--- src/rtl/bus_addr_arb_if.sv ---
// Bus bundle between the requesting master, the address arbiter and its slaves.
// The "slave" modport is the arbiter side; the "master" modport is the environment side.
interface bus_addr_arb_if #(
   parameter int ADDR_W = 16,
   parameter int NSLV   = 2
);
   logic              m_req;
   logic [ADDR_W-1:0] m_addr;
   logic [NSLV-1:0]   s_ack;
   logic [NSLV-1:0]   s_sel;
   logic              m_busy;
   logic              m_done;
   logic              m_err;
   logic              m_to;

   modport master (
      output m_req, m_addr, s_ack,
      input  s_sel, m_busy, m_done, m_err, m_to
   );

   modport slave (
      input  m_req, m_addr, s_ack,
      output s_sel, m_busy, m_done, m_err, m_to
   );
endinterface

--- src/rtl/bus_addr_arb.sv ---
// Address-decoding arbiter: maps a master request onto one slave region, waits
// for that slave's ack or a timeout, and reports done/error as one-cycle pulses.
module bus_addr_arb #(
   parameter int                     ADDR_W  = 16,
   parameter int                     NSLV    = 2,
   parameter logic [NSLV*ADDR_W-1:0] S_BASE  = {16'h7000, 16'h0000},
   parameter logic [NSLV*ADDR_W-1:0] S_LAST  = {16'h71FF, 16'h07FF},
   parameter int                     TIMEOUT = 16
) (
   input  logic           clk,
   input  logic           reset_n,
   bus_addr_arb_if.slave  bus
);
   localparam int CNT_W = (TIMEOUT > 0) ? $clog2(TIMEOUT + 1) : 1;
   localparam logic [CNT_W-1:0] CNT_LAST = CNT_W'((TIMEOUT > 0) ? TIMEOUT - 1 : 0);

   typedef enum logic [1:0] {IDLE, ACTIVE, ERR} state_t;

   state_t           r_state, w_state_next;
   logic [NSLV-1:0]  r_sel, w_sel_next;
   logic [CNT_W-1:0] r_cnt, w_cnt_next;
   logic             r_done, w_done_next;
   logic             r_to, w_to_next;
   logic [NSLV-1:0]  w_hit, w_hit_oh;
   logic             w_ack_ok, w_expire;

   genvar gi;
   generate
      for (gi = 0; gi < NSLV; gi++) begin : g_hit
         assign w_hit[gi] = (bus.m_addr >= S_BASE[gi*ADDR_W +: ADDR_W]) &&
                            (bus.m_addr <= S_LAST[gi*ADDR_W +: ADDR_W]);
      end
   endgenerate

   // Isolating the lowest set bit gives lowest-index priority on overlaps.
   assign w_hit_oh = w_hit & (~w_hit + NSLV'(1));
   assign w_ack_ok = |(bus.s_ack & r_sel);
   assign w_expire = (TIMEOUT > 0) && (r_cnt == CNT_LAST);

   always_ff @(posedge clk or negedge reset_n) begin
      if (!reset_n) begin
         r_state <= IDLE;
         r_sel   <= '0;
         r_cnt   <= '0;
         r_done  <= 1'b0;
         r_to    <= 1'b0;
      end else begin
         r_state <= w_state_next;
         r_sel   <= w_sel_next;
         r_cnt   <= w_cnt_next;
         r_done  <= w_done_next;
         r_to    <= w_to_next;
      end
   end

   always_comb begin
      w_state_next = r_state;
      w_sel_next   = r_sel;
      w_cnt_next   = r_cnt;
      w_done_next  = 1'b0;
      w_to_next    = 1'b0;
      case (r_state)
         IDLE: begin
            if (bus.m_req) begin
               if (|w_hit) begin
                  w_state_next = ACTIVE;
                  w_sel_next   = w_hit_oh;
                  w_cnt_next   = '0;
               end else begin
                  w_state_next = ERR;
                  w_sel_next   = '0;
               end
            end
         end
         ACTIVE: begin
            // A valid ack wins over a simultaneous timeout expiry.
            if (w_ack_ok) begin
               w_state_next = IDLE;
               w_sel_next   = '0;
               w_done_next  = 1'b1;
            end else if (w_expire) begin
               w_state_next = IDLE;
               w_sel_next   = '0;
               w_to_next    = 1'b1;
            end else begin
               w_cnt_next = r_cnt + CNT_W'(1);
            end
         end
         ERR: begin
            w_state_next = IDLE;
            w_sel_next   = '0;
         end
         default: begin
            w_state_next = IDLE;
            w_sel_next   = '0;
         end
      endcase
   end

   always_comb begin
      bus.s_sel  = r_sel;
      bus.m_busy = (r_state != IDLE);
      bus.m_done = r_done;
      bus.m_err  = (r_state == ERR) | r_to;
      bus.m_to   = r_to;
   end
endmodule
--- src/flat_wrapper.sv ---
// flat-port wrapper written by rule: the top's interface ports become plain ports
module bus_addr_arb_flat 
#(
   parameter int                     ADDR_W  = 16,
   parameter int                     NSLV    = 2,
   parameter logic [NSLV*ADDR_W-1:0] S_BASE  = {16'h7000, 16'h0000},
   parameter logic [NSLV*ADDR_W-1:0] S_LAST  = {16'h71FF, 16'h07FF},
   parameter int                     TIMEOUT = 16
)
  (clk, reset_n, bus_m_req, bus_m_addr, bus_s_ack, bus_s_sel, bus_m_busy, bus_m_done, bus_m_err, bus_m_to);
  bus_addr_arb_if #(.ADDR_W(ADDR_W), .NSLV(NSLV)) bus_i ();
  input  logic clk;
  input  logic reset_n;
  input wire logic [$bits(bus_i.m_req)-1:0] bus_m_req;
  input wire logic [$bits(bus_i.m_addr)-1:0] bus_m_addr;
  input wire logic [$bits(bus_i.s_ack)-1:0] bus_s_ack;
  output wire logic [$bits(bus_i.s_sel)-1:0] bus_s_sel;
  output wire logic [$bits(bus_i.m_busy)-1:0] bus_m_busy;
  output wire logic [$bits(bus_i.m_done)-1:0] bus_m_done;
  output wire logic [$bits(bus_i.m_err)-1:0] bus_m_err;
  output wire logic [$bits(bus_i.m_to)-1:0] bus_m_to;
  assign bus_i.m_req = bus_m_req;
  assign bus_i.m_addr = bus_m_addr;
  assign bus_i.s_ack = bus_s_ack;
  assign bus_s_sel = bus_i.s_sel;
  assign bus_m_busy = bus_i.m_busy;
  assign bus_m_done = bus_i.m_done;
  assign bus_m_err = bus_i.m_err;
  assign bus_m_to = bus_i.m_to;
  bus_addr_arb #(.ADDR_W(ADDR_W), .NSLV(NSLV), .S_BASE(S_BASE), .S_LAST(S_LAST), .TIMEOUT(TIMEOUT)) u_core (.clk(clk), .reset_n(reset_n), .bus(bus_i));
endmodule
--- config.mk ---
export PLATFORM = sky130hd
export DESIGN_NAME = bus_addr_arb_flat
export DESIGN_NICKNAME = d
export VERILOG_FILES = /design/src/rtl/bus_addr_arb_if.sv /design/src/rtl/bus_addr_arb.sv /design/src/flat_wrapper.sv
export SDC_FILE = /design/constraint.sdc
export NUM_CORES = 1
export LEC_CHECK = 0
export CELL_PAD_IN_SITES_DETAIL_PLACEMENT = 0
export CELL_PAD_IN_SITES_GLOBAL_PLACEMENT = 1
export CORE_UTILIZATION = 31
export DETAILED_ROUTE_END_ITERATION = 6
export GPL_ROUTABILITY_DRIVEN = 0
export PLACE_DENSITY = 0.86
export SETUP_SLACK_MARGIN = 0.1
export SYNTH_ARGS = -nofsm -noshare
export SYNTH_HDL_FRONTEND = slang
export SYNTH_SLANG_ARGS = --single-unit
--- constraint.sdc ---
create_clock -name clk -period 5.5 [get_ports clk]
set_input_delay 1.65 -clock clk [delete_from_list [all_inputs] [get_ports clk]]
set_output_delay 1.65 -clock clk [all_outputs]
set_load 0.005 [all_outputs]
== Word-level counts from Yosys, hierarchy flattened ==
Cells that the tools add are included.
Storage, ports and cells
  word-level logic and storage cells: 50
  bits of input ports: 21
  output and inout port bits: 6
  register bits after elaboration: 11
Operators by class
  magnitude comparators: 4
  $add $sub $neg: 2
  reduce and logical (&&, ||, !) cells: 9
  muxes and demuxes: 18
  equality and inequality tests: 8
  bitwise logic cells: 4
Operators by type and width (count)
  two-way mux 5 bit: 4
  greater-or-equal comparator 16 x 1 -> 1 bit, second input constant: 1
  greater-or-equal comparator 16 x 15 -> 1 bit, second input constant: 1
  <= comparator 16 x 11 -> 1 bit, second input constant: 1
  <= comparator 16 x 15 -> 1 bit, second input constant: 1
  two-way mux 2 bit: 6
  one-hot mux 5 bit (2 select lines): 1
  one-hot mux 2 bit (2 select lines): 2
  != test 2 bit, second input constant: 3
  adder 5 x 1 -> 5 bit, second input constant: 1
  equality test 5 x 4 -> 1 bit, second input constant: 1
  two-way mux 1 bit: 5
  AND reduction 5 bit: 1
  bitwise AND 2 bit: 2
  nonzero test 2 bit: 2
  OR reduction 2 bit: 2
  != test 3 x 1 -> 1 bit, second input constant: 1
  adder 2 x 1 -> 2 bit, second input constant: 1
  equality test 2 x 1 -> 1 bit, second input constant: 1
  equality test 2 bit, second input constant: 1
  logical AND 1 bit: 2
  logical NOT 2 bit: 1
  != test 2 x 1 -> 1 bit, second input constant: 1
  NOT 2 bit: 1
  2 further kinds: 2

== Longest topological paths before layout ==
Gate-level depths: netlist of run 1.
  word-level depth: 8
  gate-level depth with buffers: 7
  mapped depth without buffers: 7

== Least setup slack after synthesis of run 1 ==
No wires, ideal clock.
  path kind: input to register
  start point: input bus_s_ack[0]
  end point: register u_core.r_cnt[3]
  data required time: 5379 ps
  arrival: 2737 ps
  setup time: 121 ps
  setup slack: 2642 ps
  cell stages on the path: 4
  path buffers: 0
  cells stage by stage: a22o_1 > a221o_1 > a221o_1 > a22o_1
On the way
  cells in the longest elaborated chain, start to end: 4
Ends and longest elaborated chain
  start: declaration: RTL line flat_wrapper.sv:16  | input wire logic [$bits(bus_i.s_ack)-1:0] bus_s_ack;
  bitwise AND 2 bit: RTL line bus_addr_arb.sv:37  | assign w_ack_ok = |(bus.s_ack & r_sel);
  OR reduction 2 bit: RTL line bus_addr_arb.sv:37
  != test 2 bit (no line)
  AND reduction 5 bit (no line)
  end signal: assignment: RTL line bus_addr_arb.sv:50  | r_cnt <= w_cnt_next;
  end: declaration: RTL line bus_addr_arb.sv:21  | logic [CNT_W-1:0] r_cnt, w_cnt_next;
No other way between the ends.
A chain may end at the register's enable or synchronous reset.

== Worst setup path after layout of run 1 ==
Same ends and word-level chain as after synthesis.

==> flow_metrics.tcl, run 1 <==
set metrics [dict create \
    dr.pass1.iters 4 \
    rsz0062_at_grt "no" \
    post-synth-top-area-cell "dfrtp_1" \
    num_vias 535 \
    path_max_fanout 3 \
    p_sw_mw 0.1151 \
    internal_power_mw 0.1931 \
    syn-num-nets 84 \
    period_share_pct 56.83 \
    ys_ff_latch 11 \
    fin_nets 105 \
    synth_edf_count 0 \
    portBuffers 17 \
    fin_setup_tns_ps 0 \
    insertion_delay_ps 260 \
    hold_violations 0 \
    syn_area_sq_um 594.3 \
    crit_path_start_kind "primary input" \
    antenna_cells 0 \
    cp_slowest_cell "clkdlybuf4s50_1" \
    cts_sinks 11 \
    place_hpwl_um 987.1 \
    start_util_pct 33.69 \
    clk_pin_slew_ps 70 \
    sequentialPowerShare_pct 38.4 \
    design_area_sq_um 817.0 \
    postCtsHoldBufs 0 \
    critPathKind "primary input to register" \
    numCtsBuffers 3 \
    cp.arrival_ps 3280 \
    root_buffer "clkbuf_4" \
    area_delta_synth_final_pct 37.47 \
    pin_count 27 \
    syn_inst 61 \
    die_w_um 45.79 \
    antenna_found_initial 0 \
    wl_um 1206 \
    grt_max_degree 12 \
    required_ps 5650 \
    clkPwrFrac_pct 17.7 \
    relSlewSlack_pct 65.95 \
    overflow 0 \
    htree_levels 1 \
    path_cells "clkdlybuf4s50_1, a22o_1, a221o_1, a221o_1, a22o_1" \
    combPwrFrac_pct 43.9 \
    drcViolationCount 0 \
    yosysSeqAreaShare_pct 46.32 \
    dieArea_sq_um 2096 \
    cp.buffers_inverters 1 \
    placed_cell_area_sq_um 790.8 \
    drive_gt1_share_pct 8.642 \
    post-route-min-period_ps 3126 \
    status "completed" \
    worst_path_dominant_cell_family "compound AO/OA/AOI/OAI gates" \
    setup_viol 0 \
    post_synth_num_cell_types 28 \
    first_iter_violations 5 \
    ys.warnings.count 0 \
    synth_area_leaders "dfrtp_1 46%, ha_1 4.2%, nor2_1 3.8%" \
    grtUsageTotal_pct 15.47 \
    swShare_pct 37.36 \
    antenna_left 0 \
    vdd.ir_drop.worst_v 0.0002700 \
    core.rowCount 15 \
    dieHeight_um 45.79 \
    fin_skew_ps 0.2722 \
    cts_tree "yes" \
    postCtsSetupRepairBufs 0 \
    grt_pass1_wl_um 2214 \
    power_leakage_nw 0.3449 \
    syn_avg_cell_area_sq_um 9.743 \
    clockBufferDepth 2 \
    design.core.area_sq_um 1764 \
    max_clock_freq_mhz 319.9 \
    critPathCaptureType "register" \
    first_global_vias 512 \
    crit_path_max_incr_delay_ps 430 \
    async_reset_ff_share_pct 100.0 \
    yosysTopAreaCellShare_pct 46.32 \
    hp-class "register to register" \
    avgRoutedWirePerCell_um 11.38 \
    cap_violations 0 \
    vias_per_cell 5.047 \
    worst_pin_slew_ps 509.2 \
    cts_resized 0 \
    slew_viol_final 0 \
    p_per_area_nw_per_um2 377.2 \
    synth_ff_type "dfrtp_1" \
]
area by class of cell:
class,count,area (sq um)
multi-input combinational,43,291.5
tap,25,31.28
sequential,11,275.3
inverter,6,22.52
fill,186,947.2
clock buffer,4,26.28
timing repair buffer,17,170.2
flip-flops by register name, summed over array words and instances (netlist names):
name	flops
u_core.bus.s_sel	2
u_core.r_state	2
u_core.bus.m_done	1
u_core.r_cnt	5
u_core.bus.m_to	1
per-stage QoR:
stage / util (%) / instances / hold WS [ps] / power, mW / worst slack, ps
after detailed placement: 44.82 / 102 / 501.1 / 0.2558 / 2106
after global routing: 46.31 / 106 / 532.3 / 0.3347 / 2320
after floorplan: - / 61 / 477.6 / 0.2081 / 2642
final: 46.31 / 106 / 504.0 / 0.3082 / 2374
after global placement: 44.82 / 102 / 491.6 / 0.2535 / 2130
after CTS: 46.31 / 106 / 511.2 / 0.3118 / 2397
placed cells by master, fill, tap and decap left out, drive strengths merged, types with 2 or more instances in the layout:
master	n
a21o	2
a21oi	3
a221o	2
a22o	2
clkbuf	4
clkdlybuf4s50	17
dfrtp	11
ha	2
inv	6
mux2i	2
nand2	3
nand2b	3
nand3	2
nor2	6
nor3	4
worst reg2reg max path: stages, from the launching register on:
cell and delay [ps]:
dfrtp_1 400, ha_1 240, and3_1 150, ha_1 190
nand2b_1 190, a221o_1 360, a221o_1 290, a22o_1 230
synthesized netlist by cell type (2+ instances only):
cell type	count
ha_1	2
a21o_1	2
inv_1	5
dfrtp_1	11
nor3_1	4
a21oi_1	2
nor2_1	6
a22o_1	2
nand2b_1	3
nand3_1	2
nand2_1	3
a221o_1	2
mux2i_1	2
kinds of logic after synthesis:
family	count (synthesis)	share of synthesized area [%]
and+or+nand+nor	23	19.37
buffers and inverters	7	4.631
DFF	11	46.32
AOI/OAI and AO/OA	15	20.21
adders and majority gates	2	4.210
muxes	3	5.263
final timing paths:
| kind | start | endpoint | slack [ps] | cells after the start |
|---|---|---|---|---|
| max | bus_s_ack[0] | u_core.r_cnt[3] | 2370 | 5 |
| min | u_core.r_cnt[0] | u_core.r_cnt[0] | 500 | 1 |
| max reg2reg | u_core.r_cnt[0] | u_core.r_cnt[3] | 3340 | 7 |
| min reg2reg | u_core.r_cnt[0] | u_core.r_cnt[0] | 500 | 1 |
| max in group asynchronous | reset_n | u_core.r_cnt[1] | 3440 | 1 |
| min in group asynchronous | reset_n | u_core.bus.m_done | 1720 | 1 |
per-layer routing:
layer	share of wire (%)	routed length [um]	up-vias	GRT usage, %
met1	46	549	250	19.12
met4	2.1	25	0	8.824
li1	-	-	265	-
met3	3.6	44	4	4.762
met5	0	0	-	0
met2	49	586	16	23.71
power groups by stage:
stage	Clock [mW]	Combinational [mW]	Sequential, mW
finish	0.0544	0.135	0.118
global route	0.0605	0.152	0.122
CTS	0.0570	0.137	0.118
detailed placement	0	0.136	0.120
global placement	0	0.134	0.119
floorplan	0	0.0977	0.110
No activity file was read; power rests on OpenSTA's default activity.
==> run 2, diff against run 1 <==
--- a/config.mk
+++ b/config.mk
@@ -7,10 +7,10 @@
 export LEC_CHECK = 0
 export CELL_PAD_IN_SITES_DETAIL_PLACEMENT = 0
 export CELL_PAD_IN_SITES_GLOBAL_PLACEMENT = 1
-export CORE_UTILIZATION = 31
+export CORE_UTILIZATION = 28
 export DETAILED_ROUTE_END_ITERATION = 6
 export GPL_ROUTABILITY_DRIVEN = 0
-export PLACE_DENSITY = 0.86
+export PLACE_DENSITY = 0.79
 export SETUP_SLACK_MARGIN = 0.1
 export SYNTH_ARGS = -nofsm -noshare
 export SYNTH_HDL_FRONTEND = slang
==> constraint.sdc (replaced) <==
create_clock -name clk -period 3.2 [get_ports clk]
set_input_delay 0.96 -clock clk [delete_from_list [all_inputs] [get_ports clk]]
set_output_delay 0.96 -clock clk [all_outputs]
set_load 0.005 [all_outputs]
==> run 2 against run 1 <==
Against the previous run: combinational power rose by 71%; sequential cell count is the same; global-route usage down 1.8 points; setup slack worse by 1600 ps; clock power up 76%; via count decreased by 4.5%; critical path depth is the same; non-clock buffer count did not move; cell area rose by 0.31%; largest cell class unchanged.
==> flow_metrics.tcl, run 2 (synthesized netlist as in run 1, its figures left out) <==
set metrics [dict create \
    whs_ps 506.6 \
    post-route-min-period_ps 2401 \
    antenna_cells 0 \
    cp.arrival_ps 2560 \
    drive_gt1_share_pct 8.642 \
    fin_setup_tns_ps 0 \
    dr.pass1.iters 4 \
    wl_um 1184 \
    fin_nets 105 \
    root_buffer "clkbuf_4" \
    path_max_fanout 3 \
    avgRoutedWirePerCell_um 10.96 \
    first_global_vias 520 \
    htree_levels 1 \
    slew_viol_final 0 \
    antenna_found_initial 0 \
    portBuffers 17 \
    p_per_area_nw_per_um2 645.8 \
    num-fill-cells 194 \
    numCtsBuffers 3 \
    start_util_pct 29.99 \
    period_share_pct 75.04 \
    overflow 0 \
    power_leakage_nw 0.3449 \
    place_hpwl_um 934.1 \
    antenna_left 0 \
    critPathCaptureType "register" \
    hp-class "register to register" \
    insertion_delay_ps 270 \
    dieArea_sq_um 2311 \
    max_clock_freq_mhz 416.5 \
    postCtsHoldBufs 0 \
    largest_reg_flops 5 \
    dieHeight_um 48.07 \
    grt_pass1_wl_um 2076 \
    cts_resized 0 \
    critPathKind "primary input to register" \
    grtUsageTotal_pct 13.70 \
    reg2reg_slack_ps 1070 \
    drcViolationCount 0 \
    die_w_um 48.07 \
    dp.cells 104 \
    cts_tree "yes" \
    design.core.area_sq_um 1982 \
    vias_per_cell 4.731 \
    crit_path_start_kind "primary input" \
    cap_violations 0 \
    final_cell_mix "17 x clkdlybuf4s50_1, 11 x dfrtp_1, 6 x nor2_1, 5 x inv_1, 4 x nor3_1" \
    clk_pin_slew_ps 70 \
    status "completed" \
    clockBufferDepth 2 \
    grt_max_degree 12 \
    setup_viol 0 \
    area_delta_synth_final_pct 37.89 \
    required_ps 3360 \
    relSlewSlack_pct 66.65 \
    cts_sinks 11 \
    rsz0062_at_grt "no" \
    first_iter_violations 13 \
    num_vias 511 \
    layout_commonest_cell "clkdlybuf4s50_1" \
    pin_count 27 \
    hold_violations 0 \
    top_register "u_core.r_cnt" \
    core.rowCount 16 \
    fin_skew_ps 0.5867 \
    worst_pin_slew_ps 498.8 \
    postCtsSetupRepairBufs 0 \
    stdcell_count 108 \
    vdd.ir_drop.worst_v 0.0002929 \
]
==> run 2: worst max-delay path: stages <==
cell and delay, ps:
clkdlybuf4s50_1 430, a22o_1 270, a221o_1 400, a221o_1 280
a22o_1 230
==> run 2: path summary, 6_finish.rpt <==
check	startpoint	endpoint	cells after the start
setup / recovery	bus_s_ack[0]	u_core.r_cnt[3]	5
hold / removal	u_core.r_cnt[0]	u_core.r_cnt[0]	1
setup reg to reg	u_core.r_cnt[0]	u_core.r_cnt[3]	7
hold reg to reg	u_core.r_cnt[0]	u_core.r_cnt[0]	1
max in group asynchronous	reset_n	u_core.bus.s_sel[0]	1
min in group asynchronous	reset_n	u_core.r_cnt[4]	1
==> run 2: final cells by class <==
cell class | instances | area (sq um) | share of cell area [%]
Multi-Input combinational cell | 43 | 291.5 | 35.57
Sequential cell | 11 | 275.3 | 33.59
Tap cell | 27 | 33.78 | 4.122
Timing Repair Buffer | 17 | 170.2 | 20.76
Inverter | 6 | 22.52 | 2.748
Clock buffer | 4 | 26.28 | 3.206
==> run 2: per-layer routing <==
| layer | up-vias | global-route usage [%] | part of all wire (%) |
|---|---|---|---|
| li1 | 264 | - | - |
| met1 | 227 | 16.93 | 48 |
| met2 | 18 | 19.46 | 45 |
| met3 | 2 | 3.774 | 5.7 |
| met4 | 0 | 11.67 | 1.1 |
| met5 | - | 0 | 0 |
==> run 2: report_power, final <==
group	total (mW)	internal [mW]	switching, mW
Sequential	0.203	0.168	0.0348
Clock	0.0958	0.0483	0.0476
Combinational	0.231	0.116	0.115
Total	0.529	0.332	0.197
==> run 2: stage by stage <==
step	util [%]	instance area [sq um]	setup WS [ps]	total power, mW
floorplan	-	594.3	1032	0.3576
global placement	40.03	793.3	527.2	0.4366
detailed placement	40.03	793.3	520.4	0.4354
CTS	41.35	819.5	777.0	0.5353
global route	41.35	819.5	717.4	0.5714
finish	41.35	819.5	798.8	0.5293
